===== src/rtl/spi_reg_sequencer.sv =====
// SPI-clock-domain frame sequencer: command decode, register strobes, MISO serialiser.
// Optional build macro SPI_SEQ_BURST_EN enables unlimited auto-increment bursts.
module spi_reg_sequencer #(
  parameter logic [6:0] ADDR_LIMIT = 7'h3F,
  parameter logic [7:0] STATUS_ERR = 8'hFF
) (
  input  logic       w_SPI_Clk,
  input  logic       i_Rst_L,
  input  logic       i_SPI_CS_n,
  input  logic       i_SPI_MOSI,
  input  logic [7:0] i_Reg_Rd_Data,
  input  logic [7:0] i_Status,
  output logic       o_MISO_Bit,
  output logic [6:0] o_Reg_Addr,
  output logic       o_Reg_Wr_En,
  output logic [7:0] o_Reg_Wr_Data,
  output logic       o_Reg_Rd_En,
  output logic       o_Busy,
  output logic       o_Frame_Err
);

  typedef enum logic [2:0] {
    S_IDLE, S_CMD, S_RD_DUMMY, S_RD, S_WR, S_ERR, S_DONE
  } state_t;

  state_t     r_State, w_State_Nxt;
  logic [2:0] r_Cnt;
  logic [7:0] r_Tx_Sr, r_Rx_Sr, w_Tx_Nxt, w_Byte;
  logic [6:0] r_Addr, w_Addr_Nxt, w_Addr_Inc;
  logic       r_Frame_Err, w_Err_Nxt, w_Close, w_Frame_Rst_n;

  // Frame state is cleared by reset or by chip select going high.
  assign w_Frame_Rst_n = i_Rst_L & ~i_SPI_CS_n;
  assign w_Byte        = {r_Rx_Sr[6:0], i_SPI_MOSI};
  assign w_Close       = (r_Cnt == 3'd7);
  assign w_Addr_Inc    = (r_Addr == ADDR_LIMIT) ? 7'd0 : r_Addr + 7'd1;

  assign o_Reg_Addr    = r_Addr;
  assign o_Frame_Err   = r_Frame_Err;
  assign o_Reg_Wr_Data = w_Byte;
  assign o_Busy        = (r_State != S_IDLE);
  assign o_MISO_Bit    = (r_State != S_IDLE) & r_Tx_Sr[7];

  // Reads run one register ahead: the load at each close fetches the byte
  // sent next, so the address advances at the dummy close as well.
  always_comb begin
    w_State_Nxt = r_State;
    w_Tx_Nxt    = {r_Tx_Sr[6:0], 1'b0};
    w_Addr_Nxt  = r_Addr;
    w_Err_Nxt   = r_Frame_Err;
    o_Reg_Wr_En = 1'b0;
    o_Reg_Rd_En = 1'b0;
    case (r_State)
      S_IDLE: w_State_Nxt = S_CMD;
      S_CMD: begin
        if (w_Close) begin
          if (w_Byte[6:0] > ADDR_LIMIT) begin
            w_State_Nxt = S_ERR;
            w_Tx_Nxt    = STATUS_ERR;
            w_Err_Nxt   = 1'b1;
          end else begin
            w_Addr_Nxt  = w_Byte[6:0];
            w_Err_Nxt   = 1'b0;
            w_Tx_Nxt    = i_Status;
            w_State_Nxt = w_Byte[7] ? S_RD_DUMMY : S_WR;
          end
        end
      end
      S_RD_DUMMY: begin
        if (w_Close) begin
          o_Reg_Rd_En = 1'b1;
          w_Tx_Nxt    = i_Reg_Rd_Data;
          w_Addr_Nxt  = w_Addr_Inc;
          w_State_Nxt = S_RD;
        end
      end
      S_RD: begin
        if (w_Close) begin
`ifdef SPI_SEQ_BURST_EN
          o_Reg_Rd_En = 1'b1;
          w_Tx_Nxt    = i_Reg_Rd_Data;
          w_Addr_Nxt  = w_Addr_Inc;
`else
          w_Tx_Nxt    = 8'h00;
          w_State_Nxt = S_DONE;
`endif
        end
      end
      S_WR: begin
        if (w_Close) begin
          o_Reg_Wr_En = 1'b1;
          w_Addr_Nxt  = w_Addr_Inc;
`ifndef SPI_SEQ_BURST_EN
          w_Tx_Nxt    = 8'h00;
          w_State_Nxt = S_DONE;
`endif
        end
      end
      S_ERR: begin
        w_Err_Nxt = 1'b1;
        if (w_Close) w_Tx_Nxt = STATUS_ERR;
      end
      S_DONE:  w_Tx_Nxt = 8'h00;
      default: w_State_Nxt = S_IDLE;
    endcase
  end

  always_ff @(posedge w_SPI_Clk or negedge w_Frame_Rst_n) begin
    if (!w_Frame_Rst_n) begin
      r_State <= S_IDLE;
      r_Cnt   <= 3'd0;
      r_Tx_Sr <= 8'h00;
      r_Rx_Sr <= 8'h00;
    end else begin
      r_State <= w_State_Nxt;
      r_Cnt   <= r_Cnt + 3'd1;
      r_Tx_Sr <= w_Tx_Nxt;
      r_Rx_Sr <= w_Byte;
    end
  end

  // Address and error flag persist across frames.
  always_ff @(posedge w_SPI_Clk or negedge i_Rst_L) begin
    if (!i_Rst_L) begin
      r_Addr      <= 7'd0;
      r_Frame_Err <= 1'b0;
    end else begin
      r_Addr      <= w_Addr_Nxt;
      r_Frame_Err <= w_Err_Nxt;
    end
  end

endmodule


===== config.mk =====
export PLATFORM = sky130hd
export DESIGN_NAME = spi_reg_sequencer
export DESIGN_NICKNAME = d
export VERILOG_FILES = /design/src/rtl/spi_reg_sequencer.sv
export SDC_FILE = /design/constraint.sdc
export NUM_CORES = 1
export LEC_CHECK = 0
export BUFFER_PORTS_ARGS = -buffer_cell sky130_fd_sc_hd__buf_2
export CORE_MARGIN = 10
export CORE_UTILIZATION = 53
export CTS_BUF_LIST = sky130_fd_sc_hd__clkbuf_4
export DETAILED_ROUTE_END_ITERATION = 8
export GPL_TIMING_DRIVEN = 0
export PLACE_DENSITY = 0.83
export SYNTH_ARGS = -nofsm -noshare
export SYNTH_HDL_FRONTEND = slang
export SYNTH_SLANG_ARGS = --single-unit

===== constraint.sdc =====
create_clock -name w_SPI_Clk -period 2.1 [get_ports w_SPI_Clk]
set_input_delay 0 -clock w_SPI_Clk [delete_from_list [all_inputs] [get_ports w_SPI_Clk]]
set_output_delay 0 -clock w_SPI_Clk [all_outputs]
set_load 0.01 [all_outputs]

==> reports/qor.txt <==
================================================================================
Result of the run .................................................    completed
Leading area contributor after synthesis .......................... sky130_fd_sc_hd__dfrtp_1
Share of total power in combinational logic .......................        36.2%
Nature of the critical path endpoint ..............................         flop
Number of instances in the synthesized netlist ....................          127
Primary flip-flop cell chosen by synthesis mapping ................ sky130_fd_sc_hd__dfrtp_1
Share of cell area taken by muxes after synthesis .................        2.89%
Routability cong. .................................................        0.817
Final number of hold-violating endpoints ..........................            0
Sw Pwr ............................................................       642 uW
Clock Tree Buf Depth ..............................................            2
CP Launch Type ....................................................         flop
Top fanout value on the critical path .............................           10
Cell area after synthesis .........................................  0.00139 mm2
Area added between synthesis and finish ...........................        35.1%
Cell at the slowest stage of the critical path .................... sky130_fd_sc_hd__a211o_1
Number of H-tree levels ...........................................            2
Number of enable flip-flop cells after synthesis ..................            0
CP dominant cell by count ......................................... sky130_fd_sc_hd__ha_1
Number of placed I/O pins .........................................           40
Worst endpoint required time ......................................      2.31 ns
Hold/Removal Path Class ...........................................  in -> async
Via count .........................................................         1310
Fraction of power consumed by the clock network ...................        18.3%
Number of synthesized register bits ...............................           29
Post-route minimum period .........................................      1.93 ns
Area fraction in compound gates after synthesis ...................        23.3%
Fraction of the cycle the final worst path needs ..................        92.0%
Vias per inst .....................................................         5.87
Worst reg2reg setup slack .........................................      0.17 ns
Top post-synthesis cells by area .................................. sky130_fd_sc_hd__dfrtp_1 (52%), sky130_fd_sc_hd__a221o_1 (5.0%), sky130_fd_sc_hd__o21a_1 (4.3%)
Setup slack at placement ..........................................     0.221 ns
Total power divided by cell area ..................................   915 mW/mm2
DIE HEIGHT ........................................................      71.2 um
Buffer type at the clock tree root ................................ sky130_fd_sc_hd__clkbuf_4
DR WL/cell ........................................................      17.7 um
Fraction of the mapped netlist area in simple logic gates .........        14.1%
Most used cells in the layout excluding fill and tap cells ........ sky130_fd_sc_hd__buf_2 (43), sky130_fd_sc_hd__dfrtp_1 (29), sky130_fd_sc_hd__dlygate4sd3_1 (18)
Layout Nets .......................................................          215
Maximum number of pins on one net before global-route repair ......           15
Achievable clock frequency ........................................    0.517 GHz
Die area ..........................................................  0.00506 mm2
Clk_lat worst skew ................................................      0.34 ns
Residual DRC count ................................................            0
Number of sinks handled by clock tree synthesis ...................           29
IR drop worst, VDD ................................................     0.814 mV
Transition time at the pin with the least slew margin .............     0.635 ns
Initial antenna violation count ...................................            0
Final-report max-slew violation count .............................            0
Sequence of cells on the critical path ............................ ha_1, ha_1, buf_2, o21a_1, nor2_1, a211o_1, a221o_1
TritonCTS clock tree ..............................................        built
Floorplan die width ...............................................      71.2 um
Final setup viols .................................................            0
Num rows ..........................................................           18
Number of antenna diodes ..........................................            0
Core region area ..................................................  0.00248 mm2
Layout Skew .......................................................    0.0102 ns
R2r startpoint ....................................................     r_Cnt[0]
Arrival time reported for the critical path endpoint ..............      2.14 ns
Number of port buffers ............................................           39
Depth of the worst register-to-register path ......................            7
Proportion of netlist area held by the largest area contributor ...        52.3%
Number of maximum-capacitance constraint violations ...............            0
Total power .......................................................      1710 uW
Ys Warns ..........................................................            0
Grt total ovfl ....................................................            0
Final antenna-violating net count .................................            0
Synthesized-area fraction occupied by xor and xnor cells ..........       0.631%
Total CTS buffers .................................................            5
Post-layout worst setup margin ....................................     0.167 ns
Violation count after the first detailed-routing iteration ........          142
Switching share of power ..........................................        37.4%
Worst slew margin relative to its limit ...........................        57.6%
WS Path Type ......................................................   reg -> reg
Delay of the slowest cell on the worst path .......................      0.39 ns
Number of global-route vias before repair .........................         1342
Synthesized Nets ..................................................          150
Adder and majority gate portion of the synthesized area ...........        2.71%
Commonest non-fill, non-tap cell in the layout .................... sky130_fd_sc_hd__buf_2
Summed negative setup slack over all endpoints ....................         0 ns
Largest family of logic cells by synthesized area ................. compound AO/OA/AOI/OAI gates
Total leakage power ...............................................  0.000900 uW
HPWL reported at the end of detailed placement ....................      2680 um
Unrepaired setup endpoints after global routing ...................           no
Initial core utilization ..........................................        56.0%
Hold slack ........................................................    0.0215 ns
Clock-pin slew on the worst setup and hold paths ..................      0.10 ns
Synth cell types ..................................................           42
Iteration count of the initial detailed-routing pass ..............            5
Layout cells sized above 1 ........................................        29.5%
Register area share after synthesis ...............................        52.3%
Total wire length after detailed routing ..........................      3950 um
Mean instance size in the synthesized netlist .....................     10.9 um2
Capture point of the worst reg-to-reg path ........................   r_Tx_Sr[1]
Fill count ........................................................          176
Sequential group share of total power .............................        45.5%
Post-CTS repair timing setup buffer count .........................            0
All-Layer GR Usage ................................................        15.9%
Share of async-settable or async-resettable flops after synthesis .         100%
First-pass GRT wire length ........................................      6470 um
Internal power of the cells .......................................      1070 uW
================================================================================
==> state kept, by name, summed over array words and instances (netlist names) <==
register / cells
o_Frame_Err: 1
r_State: 3
r_Tx_Sr: 8
r_Cnt: 3
r_Rx_Sr: 7
o_Reg_Addr: 7
==> worst max path at each step <==
stage	start	depth (start not counted)	endpoint
global route	r_Cnt[0]	7	r_Tx_Sr[1]
floorplan	r_Cnt[0]	7	r_Tx_Sr[1]
CTS	r_Cnt[0]	6	o_Reg_Rd_En
global placement	i_Rst_L	2	r_Tx_Sr[7]
detailed placement	r_Cnt[0]	7	r_Tx_Sr[1]
finish	r_Cnt[0]	7	r_Tx_Sr[1]
==> cell families (layout without fill, tap and decap cells) <==
group	count (synthesis)	in the layout
XOR/XNOR	1	1
adder cells (fa/ha/maj)	3	3
AO/OA/AOI/OAI	42	42
flip-flops	29	29
multiplexers	4	4
AND/OR/NAND/NOR	36	36
buffers and inverters	12	78
==> cell usage after synthesis, types with 3 or more instances <==
cell type and instances:
sky130_fd_sc_hd__a21oi_1 3, sky130_fd_sc_hd__a221o_1 7, sky130_fd_sc_hd__a2bb2oi_1 3, sky130_fd_sc_hd__buf_2 4, sky130_fd_sc_hd__dfrtp_1 29, sky130_fd_sc_hd__ha_1 3, sky130_fd_sc_hd__inv_1 4, sky130_fd_sc_hd__mux2i_1 4
sky130_fd_sc_hd__nand2_1 11, sky130_fd_sc_hd__nor2_1 6, sky130_fd_sc_hd__nor2b_1 3, sky130_fd_sc_hd__o21a_1 8, sky130_fd_sc_hd__o21ai_0 3, sky130_fd_sc_hd__o21ai_1 5
==> worst max-delay path, delay by kind of cell (launching register included) <==
family          cells  cell delay, ns
compound gates      3            0.88
fa+ha+maj           2            0.29
buf+inv             1            0.20
flops               1            0.37
simple gates        1            0.06
==> what timing repair did <==
item / CTS / global route
hold endpoints to repair: 25 / 0
resized for setup: 0 / 1
hold buffers: 18 / 0
setup endpoints to repair: 0 / 1
==> cell type report <==
cell class                 count  area [um2]  area share [%]
clock buffer                   5        37.5            2.00
timing repair buffer          58         390            20.8
sequential                    29         726            38.7
multi-input combinational     86         613            32.7
inverter                       5        18.8            1.00
tap                           30        37.5            2.00
buffer                         7        38.8            2.07
clock inverter                 3        12.5           0.668
==> power by group through the flow <==
stage	Combinational, uW	Clock (uW)	Sequential, uW
after CTS	608	319	779
after global placement	550	0	780
after floorplan	370	0	798
after detailed placement	580	0	790
after global routing	684	348	796
final	620	314	781
==> per-layer routing <==
layer	vias to the layer above	track usage (%)	share of wire [%]
met4	0	7.74	2.2
met5	-	0	0
met3	10	5.58	6.9
li1	597	-	-
met2	61	26.5	52
met1	642	17.6	38
==> stage by stage <==
stage               cell area [um2]  instances  util (%)
global placement               1620        196      65.4
floorplan                      1390        127         -
CTS                            1870        223      75.4
detailed placement             1640        197      66.1
finish                         1870        223      75.7
global route                   1870        223      75.7
Power figures use the tool's default switching activity.
